**config.mk**
```make
export PLATFORM = sky130hd
export DESIGN_NAME = matrix_writer_flat
export DESIGN_NICKNAME = d
export VERILOG_FILES = /design/src/rtl/matrix_writer_if.sv /design/src/rtl/matrix_writer.sv /design/src/flat_wrapper.sv
export SDC_FILE = /design/constraint.sdc
export NUM_CORES = 1
export LEC_CHECK = 0
export CORE_MARGIN = 2
export CORE_UTILIZATION = 45
export CTS_BUF_LIST = sky130_fd_sc_hd__clkbuf_4
export CTS_CLUSTER_DIAMETER = 30
export DETAILED_ROUTE_END_ITERATION = 10
export GPL_TIMING_DRIVEN = 0
export PLACE_DENSITY = 0.73
export SETUP_SLACK_MARGIN = 0.5
export SLEW_MARGIN = 10
export SYNTH_ARGS = -nofsm -noshare
export SYNTH_HDL_FRONTEND = slang
export SYNTH_SLANG_ARGS = --single-unit
```
**constraint.sdc**
```tcl
create_clock -name clk -period 5.15 [get_ports clk]
set_input_delay 1.03 -clock clk [delete_from_list [all_inputs] [get_ports clk]]
set_output_delay 1.03 -clock clk [all_outputs]
set_load 0.05 [all_outputs]
```
**src/rtl/matrix_writer_if.sv**
```systemverilog
// Bundle of the matrix_writer request/status signals and the SRAM port-0 write bus.
// The master side (requester) drives start/address/data; the slave side (matrix_writer)
// drives status and the SRAM control/data lines.
interface matrix_writer_if #(
  parameter int ADDR_WIDTH = 12,
  parameter int DATA_WIDTH = 16,
  parameter int BANDWIDTH  = 16
);
  logic                            start;
  logic [ADDR_WIDTH-1:0]           matrix_addr;
  logic [DATA_WIDTH*BANDWIDTH-1:0] matrix_data;
  logic                            busy;
  logic                            done;
  logic [3:0]                      sram_csb;
  logic                            sram_web;
  logic [3:0]                      sram_wmask;
  logic [8:0]                      sram_addr;
  logic [31:0]                     sram_din;

  modport master (
    output start, matrix_addr, matrix_data,
    input  busy, done, sram_csb, sram_web, sram_wmask, sram_addr, sram_din
  );

  modport slave (
    input  start, matrix_addr, matrix_data,
    output busy, done, sram_csb, sram_web, sram_wmask, sram_addr, sram_din
  );
endinterface

```
**src/rtl/matrix_writer.sv**
```systemverilog
// matrix_writer: writes one burst of BANDWIDTH elements into the four shared SRAM macros,
// one registered port-0 operation per cycle, starting at a flat matrix address.
// Address map: macro = addr[11:10], row = addr[9:1], halfword = addr[0] (0 = low half).
// Optional build macro MATRIX_WRITER_PACK_EN: merges two even-aligned neighbouring elements
// into a single full-word write; undefined means one halfword write per element.
module matrix_writer #(
  parameter int NUM_ROWS   = 64,
  parameter int NUM_COLS   = 64,
  parameter int DATA_WIDTH = 16,
  parameter int BANDWIDTH  = 16
) (
  input  logic             clk,
  input  logic             rst,
  matrix_writer_if.slave   bus
);

  localparam int ADDR_WIDTH = $clog2(NUM_ROWS * NUM_COLS);
  localparam int IDX_W      = $clog2(BANDWIDTH) + 1;
  localparam int DATA_BITS  = DATA_WIDTH * BANDWIDTH;

`ifdef MATRIX_WRITER_PACK_EN
  localparam bit PACK_EN = 1'b1;
`else
  localparam bit PACK_EN = 1'b0;
`endif

  typedef enum logic [1:0] {
    IDLE  = 2'd0,
    WRITE = 2'd1,
    DONE  = 2'd2
  } state_t;

  state_t                state_q, state_d;
  logic [ADDR_WIDTH-1:0] base_q, base_d;
  logic [DATA_BITS-1:0]  data_q, data_d;
  logic [IDX_W-1:0]      idx_q, idx_d;
  logic [3:0]            csb_q, csb_d;
  logic                  web_q, web_d;
  logic [3:0]            wmask_q, wmask_d;
  logic [8:0]            addr_q, addr_d;
  logic [31:0]           din_q, din_d;

  // In IDLE the first operation is built straight from the inputs so that it lands on the
  // SRAM bus the cycle after start is accepted; afterwards the latched copies are used.
  logic [ADDR_WIDTH-1:0] cur_base;
  logic [DATA_BITS-1:0]  cur_data;
  logic [IDX_W-1:0]      cur_idx;
  logic [ADDR_WIDTH-1:0] op_addr;
  logic                  op_pair;
  int                    lo_sel;
  int                    hi_sel;
  logic [DATA_WIDTH-1:0] elem_lo;
  logic [DATA_WIDTH-1:0] elem_hi;
  logic [3:0]            op_csb;
  logic [3:0]            op_wmask;
  logic [31:0]           op_din;
  logic [IDX_W-1:0]      op_step;

  // Build the SRAM operation for the current element index (halfword or packed pair).
  always_comb begin
    cur_base = (state_q == IDLE) ? bus.matrix_addr : base_q;
    cur_data = (state_q == IDLE) ? bus.matrix_data : data_q;
    cur_idx  = (state_q == IDLE) ? '0 : idx_q;
    op_addr  = cur_base + ADDR_WIDTH'(cur_idx);
    op_pair  = PACK_EN && !op_addr[0] && (int'(cur_idx) + 1 < BANDWIDTH);
    lo_sel   = (int'(cur_idx) < BANDWIDTH) ? int'(cur_idx) : 0;
    hi_sel   = (int'(cur_idx) + 1 < BANDWIDTH) ? int'(cur_idx) + 1 : 0;
    elem_lo  = cur_data[lo_sel*DATA_WIDTH +: DATA_WIDTH];
    elem_hi  = cur_data[hi_sel*DATA_WIDTH +: DATA_WIDTH];
    op_csb   = ~(4'b0001 << op_addr[ADDR_WIDTH-1 -: 2]);
    op_wmask = 4'b0011;
    op_din   = {{(32-DATA_WIDTH){1'b0}}, elem_lo};
    op_step  = IDX_W'(1);
    if (op_pair) begin
      op_wmask = 4'b1111;
      op_din   = {elem_hi, elem_lo};
      op_step  = IDX_W'(2);
    end else if (op_addr[0]) begin
      op_wmask = 4'b1100;
      op_din   = {elem_lo, {(32-DATA_WIDTH){1'b0}}};
    end
  end

  // Next-state logic: accept a burst, issue one operation per cycle, then pulse done.
  always_comb begin
    state_d = state_q;
    base_d  = base_q;
    data_d  = data_q;
    idx_d   = idx_q;
    csb_d   = 4'hF;
    web_d   = 1'b1;
    wmask_d = 4'b0000;
    addr_d  = addr_q;
    din_d   = din_q;
    case (state_q)
      IDLE: begin
        if (bus.start) begin
          base_d  = bus.matrix_addr;
          data_d  = bus.matrix_data;
          csb_d   = op_csb;
          web_d   = 1'b0;
          wmask_d = op_wmask;
          addr_d  = op_addr[9:1];
          din_d   = op_din;
          idx_d   = cur_idx + op_step;
          state_d = WRITE;
        end
      end
      WRITE: begin
        if (int'(idx_q) < BANDWIDTH) begin
          csb_d   = op_csb;
          web_d   = 1'b0;
          wmask_d = op_wmask;
          addr_d  = op_addr[9:1];
          din_d   = op_din;
          idx_d   = cur_idx + op_step;
        end else begin
          state_d = DONE;
        end
      end
      DONE: begin
        state_d = IDLE;
      end
      default: begin
        state_d = IDLE;
      end
    endcase
  end

  // State and registered SRAM outputs; reset releases the port and aborts any burst.
  always_ff @(posedge clk) begin
    if (rst) begin
      state_q <= IDLE;
      base_q  <= '0;
      data_q  <= '0;
      idx_q   <= '0;
      csb_q   <= 4'hF;
      web_q   <= 1'b1;
      wmask_q <= 4'b0000;
      addr_q  <= '0;
      din_q   <= '0;
    end else begin
      state_q <= state_d;
      base_q  <= base_d;
      data_q  <= data_d;
      idx_q   <= idx_d;
      csb_q   <= csb_d;
      web_q   <= web_d;
      wmask_q <= wmask_d;
      addr_q  <= addr_d;
      din_q   <= din_d;
    end
  end

  assign bus.busy       = (state_q != IDLE);
  assign bus.done       = (state_q == DONE);
  assign bus.sram_csb   = csb_q;
  assign bus.sram_web   = web_q;
  assign bus.sram_wmask = wmask_q;
  assign bus.sram_addr  = addr_q;
  assign bus.sram_din   = din_q;

endmodule
```
**src/flat_wrapper.sv**
```systemverilog
// flat-port wrapper written by rule: the top's interface ports become plain ports
module matrix_writer_flat 
#(
  parameter int NUM_ROWS   = 64,
  parameter int NUM_COLS   = 64,
  parameter int DATA_WIDTH = 16,
  parameter int BANDWIDTH  = 16
)
  (clk, rst, bus_start, bus_matrix_addr, bus_matrix_data, bus_busy, bus_done, bus_sram_csb, bus_sram_web, bus_sram_wmask, bus_sram_addr, bus_sram_din);
  matrix_writer_if #(.DATA_WIDTH(DATA_WIDTH), .BANDWIDTH(BANDWIDTH)) bus_i ();
  input  logic clk;
  input  logic rst;
  input wire logic [$bits(bus_i.start)-1:0] bus_start;
  input wire logic [$bits(bus_i.matrix_addr)-1:0] bus_matrix_addr;
  input wire logic [$bits(bus_i.matrix_data)-1:0] bus_matrix_data;
  output wire logic [$bits(bus_i.busy)-1:0] bus_busy;
  output wire logic [$bits(bus_i.done)-1:0] bus_done;
  output wire logic [$bits(bus_i.sram_csb)-1:0] bus_sram_csb;
  output wire logic [$bits(bus_i.sram_web)-1:0] bus_sram_web;
  output wire logic [$bits(bus_i.sram_wmask)-1:0] bus_sram_wmask;
  output wire logic [$bits(bus_i.sram_addr)-1:0] bus_sram_addr;
  output wire logic [$bits(bus_i.sram_din)-1:0] bus_sram_din;
  assign bus_i.start = bus_start;
  assign bus_i.matrix_addr = bus_matrix_addr;
  assign bus_i.matrix_data = bus_matrix_data;
  assign bus_busy = bus_i.busy;
  assign bus_done = bus_i.done;
  assign bus_sram_csb = bus_i.sram_csb;
  assign bus_sram_web = bus_i.sram_web;
  assign bus_sram_wmask = bus_i.sram_wmask;
  assign bus_sram_addr = bus_i.sram_addr;
  assign bus_sram_din = bus_i.sram_din;
  matrix_writer #(.NUM_ROWS(NUM_ROWS), .NUM_COLS(NUM_COLS), .DATA_WIDTH(DATA_WIDTH), .BANDWIDTH(BANDWIDTH)) u_core (.clk(clk), .rst(rst), .bus(bus_i));
endmodule
```
### After elaboration in Yosys (flattened, before gate mapping)

Cells that the tools add are included.

* flip-flop bits (word level): 325
* input bits: 271
* output and inout port bits: 52
* logic and storage cells: 54

* $add $sub $neg: 2
* order comparisons: 2
* equal/unequal tests: 5
* shift operators: 2
* muxes and demuxes: 27
* bitwise gates (word level): 1
* reductions and logical operators: 6

Operators by type and width (count)
* $mux W256: 1
* $shiftx A256 B32 Y16: 1
* $mux W32: 3
* $pmux W32 S2: 1
* $mux W4: 5
* $mux W5: 4
* $mux W9: 2
* $pmux W9 S2: 1
* $pmux W4 S2: 2
* $add A12 B5 Y12: 1
* $mux W12: 1
* $lt A5 B5 Y1 const B: 2
* $pmux W5 S2: 1
* $add A5 B1 Y5 const B: 1
* $mux W2: 2
* $ne A2 B2 Y1 const B: 2
* $not A4 Y4: 1
* $pmux W2 S2: 1
* $reduce_and A2 Y1: 2
* $reduce_bool A2 Y1: 2
* $shl A1 B2 Y4 const A: 1
* $reduce_and A3 Y1: 1
* $eq A2 B1 Y1 const B: 1
* $eq A2 B2 Y1 const B: 1
* other kinds (4): 5

### Depth between registers and ports, before layout

Gate-level depths: netlist of the first run.

* depth after elaboration: 8
* depth in mapped cells: 15
* gate-level depth less buffers: 11

### Worst setup path after synthesis of the first run

OpenSTA, ideal clock, no wires.

* path kind: reg-to-reg
* start point: reg u_core.state_q[0]
* end point: reg u_core.csb_q[1] (netlist: u_core.bus.sram_csb[1])
* setup time: 0.141 ns
* arrival time: 2.687 ns
* data required time: 5.009 ns
* setup slack: 2.323 ns
* cell stages (with the launch flop): 16
* path buffers: 4
* clock period less this slack: 2.827 ns
* cells stage by stage: dfxtp_1 > buf_2 > nor2_2 > inv_2 > buf_2 > buf_2 > buf_2 > nand2_1 > nand2_1 > ha_1 > ha_1 > a31oi_1 > o31a_1 > mux2i_1 > and2_1 > nand3_1

* longest elaborated chain between the ends: 7
* elaborated cells between the ends (all ways): 10
* those cells by class: add/sub: 1; eq/ne: 1; shift: 1; mux: 5; bitwise: 1; reduce/logical: 1

Ends and longest elaborated chain
* start: declaration: line matrix_writer.sv:33 `state_t state_q, state_d;`
* start signal: assignment: line matrix_writer.sv:143 `state_q <= state_d;`
* $logic_not A2 Y1: line matrix_writer.sv:61, matrix_writer.sv:63, matrix_writer.sv:95
* $mux W12 or $mux W5 (tied branches): line matrix_writer.sv:61, matrix_writer.sv:63
* $add A12 B5 Y12: line matrix_writer.sv:64 `op_addr = cur_base + ADDR_WIDTH'(cur_idx);`
* $shl A1 B2 Y4: line matrix_writer.sv:70 `op_csb = ~(4'b0001 << op_addr[ADDR_WIDTH-1 -: 2]);`
* $not A4 Y4: line matrix_writer.sv:70
* $mux W4 (on tied branches): line matrix_writer.sv:110, matrix_writer.sv:97
* $pmux W4 S2 *: line matrix_writer.sv:95 `case (state_q)`
* end signal: assignment: line matrix_writer.sv:147 `csb_q <= csb_d;`
* end: declaration: line matrix_writer.sv:37 `logic [3:0] csb_q, csb_d;`

Mark *: on every way between the ends. The rest lies on a longest branch, timed or not.
A chain may end at the register's enable or synchronous reset.

### Final worst setup path of the first run

* start point: reg u_core.state_q[0]
* end point: out bus_busy

* longest elaborated chain between the ends: 1

Ends and longest elaborated chain
* $reduce_bool A2 Y1: line matrix_writer.sv:155 `assign bus.busy = (state_q != IDLE);`
* end: declaration: line flat_wrapper.sv:16 `output wire logic [$bits(bus_i.busy)-1:0] bus_busy;`

Every way passes these cells.

==> summary.txt, run 1 <==
Die
  – Core Rows: 64
  – Placeable core region: 30,400 sq um
  – Effective utilization at floorplan: 45.5%
  – Overall die area: 32,200 sq um
  – Width of the die: 179 microns
  – Number of top-level design ports: 323
  – Height of the die: 179 microns

Global route
  – Via count of the first global-routing pass: 14.3k
  – Maximum number of pins on one net before global-route repair: 13
  – Tot GR Track Use: 31.7%
  – Wire length of the first global-routing pass: 79.7 mm
  – Antenna violations before repair: 3
  – Total overflow reported by the global router: 0

STA
  – Clock period minus final worst setup slack: 4.28 ns
  – Part of the cycle the worst path needs: 83.1%
  – Maximum achievable frequency: 234 MHz
  – Sum of negative setup slack: 0 ns
  – Setup repair after global routing missed its margin: no
  – Tightest Pin Transition: 0.867 ns
  – Final Setup Violations: 0
  – Hold violation total from the final report: 0
  – Clock skew: 0.0435 ns
  – Worst max-slew margin expressed relative to the limit: 42.2%
  – Worst hold slack: 0.454 ns
  – Final slew viol count: 0

Critical path
  – Largest delay contributor family on the critical path: buffers and inverters
  – Cell repeated most along the worst path: buf_2
  – Critical register-to-register path startpoint: u_core.state_q[0]
  – Critical path origin: u_core.state_q[0]
  – Largest fanout on the critical path: 10
  – Startpoint Class: flop
  – Type of the worst setup path: flop to output pin
  – Buffer and inverter count on the worst path: 6
  – Data arrival time of the worst path: 3.25 ns
  – Endpoint required time on the critical path: 4.12 ns
  – Worst setup EP type: output pin
  – Slowest cell on the critical path: clkdlybuf4s50_1
  – CP Cell Sequence: buf_2 -> nor2_2 -> inv_2 -> buf_2 -> buf_2 -> buf_2 -> clkdlybuf4s50_1
  – Critical path's largest stage delay: 0.85 ns

Clock tree
  – Root buffer cell: clkbuf_4
  – Total number of H-tree levels: 3
  – CTS buffer count: 86
  – CTS tree: built
  – Sinks on the clock net: 323
  – CTS Hold Buffers Added: 0
  – Number of setup buffers added after CTS: 0
  – Clk buf depth: 3
  – Post-CTS Resized: 0
  – Clock transition at the registers of the reported paths: 0.06 ns
  – Latest clock arrival within the worst-skew pair: 0.73 ns

Placement
  – Dpl cell area: 17,600 sq um
  – Final weighted congestion in routability-driven placement: 0.932
  – Count of input and output buffers: 321
  – Instance count after placement with tap cells included: 2,495
  – HPWL after detailed placement: 40.1 mm

Logic synthesis
  – Post-synthesis net count: 2,052
  – Number of different library cells in the post-synthesis netlist: 65
  – Asr flop ratio synth: 0%
  – Synth area leader: dfxtp_1
  – Cell types with the largest area share after synthesis: dfxtp_1 47%, nand2_1 18%, a21oi_1 11%
  – Number of enable flip-flop cells after synthesis: 0
  – Count of yosys warnings during synthesis: 0
  – Post-synth top area share: 46.7%
  – Flip-flop and latch count after synthesis: 323
  – Sequential fraction of the synthesis area: 46.7%
  – Synthesized cell area: 13,900 sq um
  – Dominant synthesized flop cell: dfxtp_1
  – Mean post-synth cell area: 7.79 sq um
  – Number of instances in the synthesized netlist: 1,778

Power
  – Reported leakage power: 6.93 nW
  – Sw power: 1.80 mW
  – Share of total power consumed by net switching: 29.2%
  – Reg power frac: 44.6%
  – Worst ir drop on vdd: 0.159 mV
  – Comb pwr share: 17.0%
  – Total internal power: 4.36 mW
  – Pwr/cell area: 329 nW/um^2
  – Clock network power share: 38.3%

Cells and area
  – Most common library cell in the layout ignoring fill and taps: nand2_1
  – Nets@finish: 2,461
  – Share of post-route cells with drive strength above 1: 9.53%
  – Layout area overhead: 34.8%
  – Most frequent cells in the layout: 662 x nand2_1, 323 x dfxtp_1, 321 x clkdlybuf4s50_1, 313 x a21oi_1, 112 x clkbuf_4
  – Area of all placed cells without fillers: 18,700 sq um
  – Non-filler instance count after layout: 2,643

Routing
  – Detailed Routing Iterations Pass 1: 7
  – Total via count in the routed design: 14.7k
  – Met3 WL post-DR: 4.56 mm
  – DRC viols: 0
  – DRC marker count from the first detailed-route iteration: 1,331
  – Via density: 5.55
  – Met1 wire length: 21.3 mm
  – Uppermost signal routing layer after detailed routing: met5
  – Routed length per placed instance: 19.9 microns
  – Total Wirelength: 52.5 mm
  – Met2 Routed Length: 24.2 mm
  – Post-DRT Antenna Nets: 0

Worst hold path
  – Hold WC Path Type: flop to flop
  – Hold path startpoint: u_core.bus.sram_din[6]

Run
  – Number of violations of the max-capacitance limit: 0

Run status
  – Run status: completed
## routing by layer
metal / vias to the layer above / global-route usage, %
met4: 2 / 15.3
li1: 6913 / -
met1: 6789 / 40.2
met2: 793 / 51.5
met3: 159 / 6.65
met5: - / 0
## registers in the layout (all words and copies together) (netlist names)
| signal | count |
|---|---|
| u_core.idx_q | 5 |
| u_core.bus.sram_csb | 4 |
| u_core.bus.sram_wmask | 2 |
| u_core.bus.sram_web | 1 |
| u_core.state_q | 2 |
| u_core.bus.sram_din | 32 |
| u_core.bus.sram_addr | 9 |
| u_core.base_q | 12 |
| u_core.data_q | 256 |
## kinds of logic (layout without fill, tap and decap cells)
family	Yosys count	after routing	synth area share (%)
buffers and inverters	158	625	4.87
adder cells (fa/ha/maj)	3	3	0.271
AND/OR/NAND/NOR	757	757	21.5
multiplexers	43	43	5.66
AO/OA/AOI/OAI	484	484	20.4
other	0	2	0
flip-flops	323	323	46.7
XOR/XNOR	10	10	0.632
## cell type report
cell class	count	area [sq um]
clock buffer	112	841
buffer	148	637
timing repair buffer	321	3210
fill	2761	11700
multi-input combinational	1297	6720
sequential	323	6470
antenna	2	5.00
inverter	10	37.5
clock inverter	34	274
tap	396	495
## final timing paths
check,to,slack (ns),cells past startpoint
worst max-delay path,bus_busy,0.87,7
worst max register to register,u_core.bus.sram_csb[1],1.54,14
worst min-delay path,u_core.bus.sram_din[6],0.45,2
worst min register to register,u_core.bus.sram_din[6],0.45,2
## cells in the mapped netlist (all sizes together) (8+ instances only)
cell type,count
buf,59
a221o,11
o21ai,37
nand3,16
mux4,28
nand2,662
nor3,8
inv,8
a21oi,313
dfxtp,323
o22ai,11
a31oi,17
nor2,41
xnor2,8
mux2i,12
a221oi,14
a22oi,16
a21o,14
clkbuf,89
## tightest hold or removal path, stage by stage (launching register included)
cell and delay, ns:
dfxtp_1 0.31, nand2_1 0.05, o21ai_1 0.05
## metrics by stage
| stage | total power, mW | worst slack (ns) | utilization [%] |
|---|---|---|---|
| after floorplan | 3.32 | 2.32 | - |
| after global placement | 3.81 | 1.65 | 57.7 |
| after detailed placement | 3.83 | 1.66 | 57.7 |
| after CTS | 6.16 | 0.888 | 61.4 |
| after global routing | 6.41 | 0.768 | 61.4 |
| final | 6.16 | 0.870 | 61.4 |
## power by group through the flow
stage          Combinational, mW  Sequential, mW  Clock (mW)
6_report                    1.05            2.75        2.36
5_1_grt                     1.12            2.76        2.53
4_1_cts                     1.04            2.74        2.38
3_5_place_dp                1.03            2.80           0
3_3_place_gp                1.02            2.79           0
2_1_floorplan              0.467            2.85           0
Note: power is estimated with default switching activity, not from simulation.
==> run 2: changes to the inputs <==
==> constraint.sdc (replaced) <==
create_clock -name clk -period 4.1 [get_ports clk]
set_input_delay 0.82 -clock clk [delete_from_list [all_inputs] [get_ports clk]]
set_output_delay 0.82 -clock clk [all_outputs]
set_load 0.05 [all_outputs]
==> summary.txt, run 2 (synthesis gave the netlist of run 1 again) <==
Cells and area
  – Multi-input logic area: 6720 sq um
  – Most flops, register: u_core.data_q
  – Nets@finish: 2,461
  – Number of flip-flops under the largest register name: 256
  – Fin util: 61.4%
  – Most common library cell in the layout ignoring fill and taps: nand2_1
  – Most frequent cells in the layout: 662 x nand2_1, 323 x dfxtp_1, 319 x clkdlybuf4s50_1, 313 x a21oi_1, 112 x clkbuf_4
  – Area of all placed cells without fillers: 18,700 sq um
  – Fill cell total of the finished layout: 2,761
  – Share of post-route cells with drive strength above 1: 9.58%
  – FF/Latch Area: 6470 sq um
  – Layout area overhead: 34.9%

Routing
  – Total via count in the routed design: 14.6k
  – Post-DRT Antenna Nets: 0
  – Detailed Routing Iterations Pass 1: 6
  – DRC viols: 0
  – DRC marker count from the first detailed-route iteration: 1,389
  – Via density: 5.51
  – Routed length per placed instance: 19.8 microns
  – Total Wirelength: 52.4 mm

Clock tree
  – CTS Hold Buffers Added: 0
  – Clk buf depth: 3
  – Total number of H-tree levels: 3
  – Latest clock arrival within the worst-skew pair: 0.74 ns
  – Number of setup buffers added after CTS: 0
  – Sinks on the clock net: 323
  – CTS buffer count: 86
  – Clock transition at the registers of the reported paths: 0.06 ns
  – Root buffer cell: clkbuf_4
  – CTS tree: built

Global route
  – Total overflow reported by the global router: 0
  – Antenna violations before repair: 3
  – Tot GR Track Use: 31.7%
  – Via count of the first global-routing pass: 14.3k
  – Wire length of the first global-routing pass: 79.7 mm
  – Maximum number of pins on one net before global-route repair: 13

Critical path
  – Destination of the worst register-to-register timing path: u_core.bus.sram_csb[1]
  – Largest delay contributor family on the critical path: buffers and inverters
  – Slowest cell on the critical path: buf_2
  – Cell depth of the worst flop-to-flop path: 14
  – R2r setup slk: 0.65 ns
  – Largest fanout on the critical path: 10
  – Startpoint Class: flop
  – Buffer and inverter count on the worst path: 6
  – Critical path's largest stage delay: 0.32 ns
  – Worst setup EP type: output pin
  – CP Cell Sequence: buf_2 -> nor2_4 -> inv_2 -> buf_2 -> buf_2 -> buf_2 -> buf_2
  – Type of the worst setup path: flop to output pin
  – Cell repeated most along the worst path: buf_2
  – Data arrival time of the worst path: 2.66 ns
  – Endpoint required time on the critical path: 3.28 ns
  – Critical register-to-register path startpoint: u_core.state_q[0]

STA
  – Clock skew: 0.0480 ns
  – Tightest Pin Transition: 0.839 ns
  – Part of the cycle the worst path needs: 84.9%
  – Sum of negative setup slack: 0 ns
  – Hold violation total from the final report: 0
  – Final slew viol count: 0
  – Final Setup Violations: 0
  – Setup repair after global routing missed its margin: no
  – Clock period minus final worst setup slack: 3.48 ns
  – Worst max-slew margin expressed relative to the limit: 44.1%
  – Maximum achievable frequency: 287 MHz
  – Final worst setup slack: 0.618 ns

Worst hold path
  – Worst min-delay path endpoint: u_core.bus.sram_din[6]
  – Worst hold path stage count: 2
  – Hold WC Path Type: flop to flop
  – Hold path startpoint: u_core.bus.sram_din[6]

Power
  – Pwr/cell area: 414 nW/um^2
  – Total power draw: 7.74 mW
  – Worst ir drop on vdd: 0.202 mV
  – Reported leakage power: 6.95 nW

Placement
  – Count of input and output buffers: 321
  – HPWL after detailed placement: 40.1 mm
  – Dpl cell area: 17,600 sq um
  – Worst slack at placement: 0.618 ns
  – Final weighted congestion in routability-driven placement: 0.932

Die
  – Number of top-level design ports: 323
  – Effective utilization at floorplan: 45.5%
  – Width of the die: 179 microns
  – Height of the die: 179 microns
  – Core Rows: 64
  – Placeable core region: 30,400 sq um
  – Overall die area: 32,200 sq um

Run status
  – Run status: completed

Run
  – Number of violations of the max-capacitance limit: 0
-- run 2: cell count changes in the layout (fill, tap and decap cells not counted), sizes merged --
cell,change
dlymetal6s2s,+1
buf,+1
clkdlybuf4s50,-2
-- run 2: cell type report --
class	instances	area share [%]
Timing Repair Buffer	321	17.2
Multi-Input combinational cell	1297	36.0
Clock buffer	112	4.50
Clock inverter	34	1.47
Tap cell	396	2.65
Buffer	148	3.41
Sequential cell	323	34.6
Inverter	10	0.201
Antenna cell	2	0.0268
-- run 2: worst max path at each step --
| stage | startpoint | end | slack, ns | cells past startpoint |
|---|---|---|---|---|
| 5_1_grt | u_core.state_q[0] | u_core.bus.sram_csb[1] | 0.52 | 14 |
| 2_1_floorplan | u_core.state_q[0] | u_core.bus.sram_csb[1] | 1.27 | 15 |
| 3_3_place_gp | u_core.state_q[0] | u_core.bus.sram_csb[3] | 0.66 | 15 |
| 4_1_cts | u_core.state_q[1] | bus_done | 0.51 | 4 |
| 6_report | u_core.state_q[0] | bus_busy | 0.62 | 7 |
| 3_5_place_dp | u_core.state_q[0] | u_core.bus.sram_csb[1] | 0.62 | 15 |
-- run 2: power breakdown --
group          total [mW]  internal (mW)  switching [mW]
combinational        1.32          0.557           0.760
clock                2.97           1.59            1.38
sequential           3.45           3.33           0.126
-- run 2: timing repair --
item	in CTS	in global routing
cloned	0	0
gates resized for setup	5	2
setup endpoints to repair	1	6
-- run 2: routing by layer --
layer	wire (microns)	vias up	global-route usage [%]	part of all wire, %
met5	12	-	0	0.023
met4	2480	2	15.3	4.7
met3	4550	149	6.69	8.7
met2	24100	755	51.5	46
met1	21300	6737	40.2	41
li1	-	6914	-	-
-- run 2: stage by stage --
step | instances | hold slack [ns]
2_1_floorplan | 1778 | 0.431
3_3_place_gp | 2495 | 0.432
3_5_place_dp | 2495 | 0.444
4_1_cts | 2641 | 0.452
5_1_grt | 2643 | 0.468
6_report | 2643 | 0.452
-- run 2: worst min-delay path, cell delays in order (launching register included) --
cell     delay [ns]
dfxtp_1        0.31
nand2_1        0.05
o21ai_1        0.05
==> run 3: changes to the inputs <==
--- a/config.mk
+++ b/config.mk
@@ -11,7 +11,7 @@
 export CTS_CLUSTER_DIAMETER = 30
 export DETAILED_ROUTE_END_ITERATION = 10
 export GPL_TIMING_DRIVEN = 0
-export PLACE_DENSITY = 0.73
+export PLACE_DENSITY = 0.76
 export SETUP_SLACK_MARGIN = 0.5
 export SLEW_MARGIN = 10
 export SYNTH_ARGS = -nofsm -noshare
==> constraint.sdc (replaced) <==
create_clock -name clk -period 3.11 [get_ports clk]
set_input_delay 0.622 -clock clk [delete_from_list [all_inputs] [get_ports clk]]
set_output_delay 0.622 -clock clk [all_outputs]
set_load 0.05 [all_outputs]
==> summary.txt, run 3 (synthesis gave the netlist of run 1 again) <==
Global route
  – Via count of the first global-routing pass: 14.3k
  – Tot GR Track Use: 31.0%
  – Antenna violations before repair: 2
  – Maximum number of pins on one net before global-route repair: 14
  – Wire length of the first global-routing pass: 77.8 mm
  – Total overflow reported by the global router: 0

Cells and area
  – Nets@finish: 2,488
  – Number of flip-flops under the largest register name: 256
  – Most flops, register: u_core.data_q
  – Fill cell total of the finished layout: 2,699
  – Most frequent cells in the layout: 659 x nand2_1, 321 x dfxtp_1, 316 x clkdlybuf4s50_1, 312 x a21oi_1, 120 x clkbuf_4
  – Share of post-route cells with drive strength above 1: 12.3%
  – Multi-input logic area: 6820 sq um
  – Fin util: 62.7%
  – Most common library cell in the layout ignoring fill and taps: nand2_1
  – Layout area overhead: 37.6%
  – FF/Latch Area: 6470 sq um

STA
  – Maximum achievable frequency: 385 MHz
  – Part of the cycle the worst path needs: 83.6%
  – Hold violation total from the final report: 0
  – Final slew viol count: 0
  – Final Setup Violations: 0
  – Tightest Pin Transition: 0.747 ns
  – Worst max-slew margin expressed relative to the limit: 50.2%
  – Worst hold slack: 0.422 ns
  – Clock period minus final worst setup slack: 2.60 ns
  – Setup repair after global routing missed its margin: yes
  – Clock skew: 0.0663 ns

Die
  – Number of top-level design ports: 323
  – Overall die area: 32,200 sq um
  – Height of the die: 179 microns
  – Width of the die: 179 microns
  – Effective utilization at floorplan: 45.5%
  – Core Rows: 64
  – Placeable core region: 30,400 sq um

Clock tree
  – Clk buf depth: 3
  – Sinks on the clock net: 323
  – CTS tree: built
  – Clock transition at the registers of the reported paths: 0.07 ns
  – Total number of H-tree levels: 3
  – CTS Hold Buffers Added: 0
  – Latest clock arrival within the worst-skew pair: 0.75 ns
  – CTS buffer count: 87
  – Root buffer cell: clkbuf_4

Critical path
  – Startpoint Class: flop
  – Critical register-to-register path startpoint: u_core.state_q[0]
  – Type of the worst setup path: flop to output pin
  – Largest fanout on the critical path: 2
  – Cell depth of the worst flop-to-flop path: 15
  – Critical path's largest stage delay: 0.85 ns
  – Slowest cell on the critical path: clkdlybuf4s50_1
  – Destination of the worst register-to-register timing path: u_core.bus.sram_csb[3]
  – Endpoint required time on the critical path: 2.49 ns
  – R2r setup slk: 0.52 ns
  – Data arrival time of the worst path: 1.98 ns
  – CP Cell Sequence: clkdlybuf4s50_1
  – Largest delay contributor family on the critical path: buffers and inverters
  – Worst setup EP type: output pin
  – Buffer and inverter count on the worst path: 1
  – Critical path origin: u_core.bus.sram_wmask[2]

Routing
  – DRC viols: 0
  – Detailed Routing Iterations Pass 1: 7
  – Total via count in the routed design: 14.8k
  – Met3 WL post-DR: 4.87 mm
  – Met1 wire length: 21.0 mm
  – DRC marker count from the first detailed-route iteration: 1,291
  – Uppermost signal routing layer after detailed routing: met5
  – Via density: 5.55
  – Routed length per placed instance: 19.6 microns
  – Total Wirelength: 52.4 mm
  – Post-DRT Antenna Nets: 0
  – Met2 Routed Length: 23.7 mm

Worst hold path
  – Worst min-delay path endpoint: u_core.data_q[34]
  – Hold path startpoint: bus_matrix_data[34]
  – Hold WC Path Type: input pin to flop
  – Worst hold path stage count: 3

Power
  – Worst ir drop on vdd: 0.235 mV
  – Pwr/cell area: 531 nW/um^2
  – Clock network power share: 37.3%
  – Comb pwr share: 17.8%
  – Reg power frac: 44.9%
  – Reported leakage power: 7.16 nW
  – Share of total power consumed by net switching: 29.9%
  – Sw power: 3.03 mW
  – Total internal power: 7.11 mW

Run
  – Number of violations of the max-capacitance limit: 0

Placement
  – Final weighted congestion in routability-driven placement: 0.945
  – HPWL after detailed placement: 39.3 mm
  – Count of input and output buffers: 321

Run status
  – Run status: completed
## run 3: cell count changes in the layout (fill, tap and decap cells not counted), moves of 4 or more
cell	previous run	this run
buf_4	4	31
clkbuf_4	112	120
clkbuf_1	89	82
clkbuf_2	0	7
buf_1	12	6
buf_2	42	36
buf_6	2	8
clkinv_1	22	17
a31oi_1	17	13
## run 3: how the worst max path moves through the flow
stage | to | cells past startpoint
finish | bus_sram_wmask[2] | 1
global placement | u_core.bus.sram_csb[3] | 11
detailed placement | u_core.bus.sram_csb[3] | 11
floorplan | u_core.bus.sram_csb[1] | 15
global route | u_core.bus.sram_csb[3] | 15
CTS | bus_done | 4
## run 3: final cells by class
class	instances	area share, %
Antenna cell	2	0.0262
Buffer	148	3.84
Clock buffer	118	4.65
Clock inverter	29	1.02
Inverter	10	0.197
Multi-Input combinational cell	1297	35.8
Sequential cell	323	33.9
Tap cell	396	2.60
Timing Repair Buffer	347	18.0
## run 3: power groups by stage
| stage | Sequential [mW] | Clock, mW | Combinational, mW |
|---|---|---|---|
| 2_1_floorplan | 4.73 | 0 | 0.780 |
| 3_3_place_gp | 4.62 | 0 | 1.69 |
| 3_5_place_dp | 4.63 | 0 | 1.71 |
| 4_1_cts | 4.54 | 3.78 | 1.74 |
| 5_1_grt | 4.57 | 4.01 | 1.92 |
| 6_report | 4.55 | 3.78 | 1.80 |
## run 3: metal layers
metal | up-vias | GRT usage, %
li1 | 6979 | -
met1 | 6879 | 38.6
met2 | 800 | 49.6
met3 | 151 | 7.09
met4 | 2 | 17.4
met5 | - | 0
## run 3: what timing repair did
item	CTS	global route
setup endpoints to repair	44	54
setup buffers	16	9
hold endpoints to repair	0	0
cloned	0	1
resized for setup	33	40
pin swaps	4	6
## run 3: per-stage QoR
| step | TNS (ns) | cells | power (mW) | setup WS, ns | cell area [sq um] |
|---|---|---|---|---|---|
| 2_1_floorplan | 0 | 1778 | 5.51 | 0.525 | 13900 |
| 3_3_place_gp | -0.482 | 2495 | 6.31 | -0.135 | 17600 |
| 3_5_place_dp | -0.570 | 2495 | 6.34 | -0.147 | 17600 |
| 4_1_cts | 0 | 2658 | 10.1 | 0.474 | 18800 |
| 5_1_grt | 0 | 2670 | 10.5 | 0.460 | 19100 |
| 6_report | 0 | 2670 | 10.1 | 0.511 | 19100 |
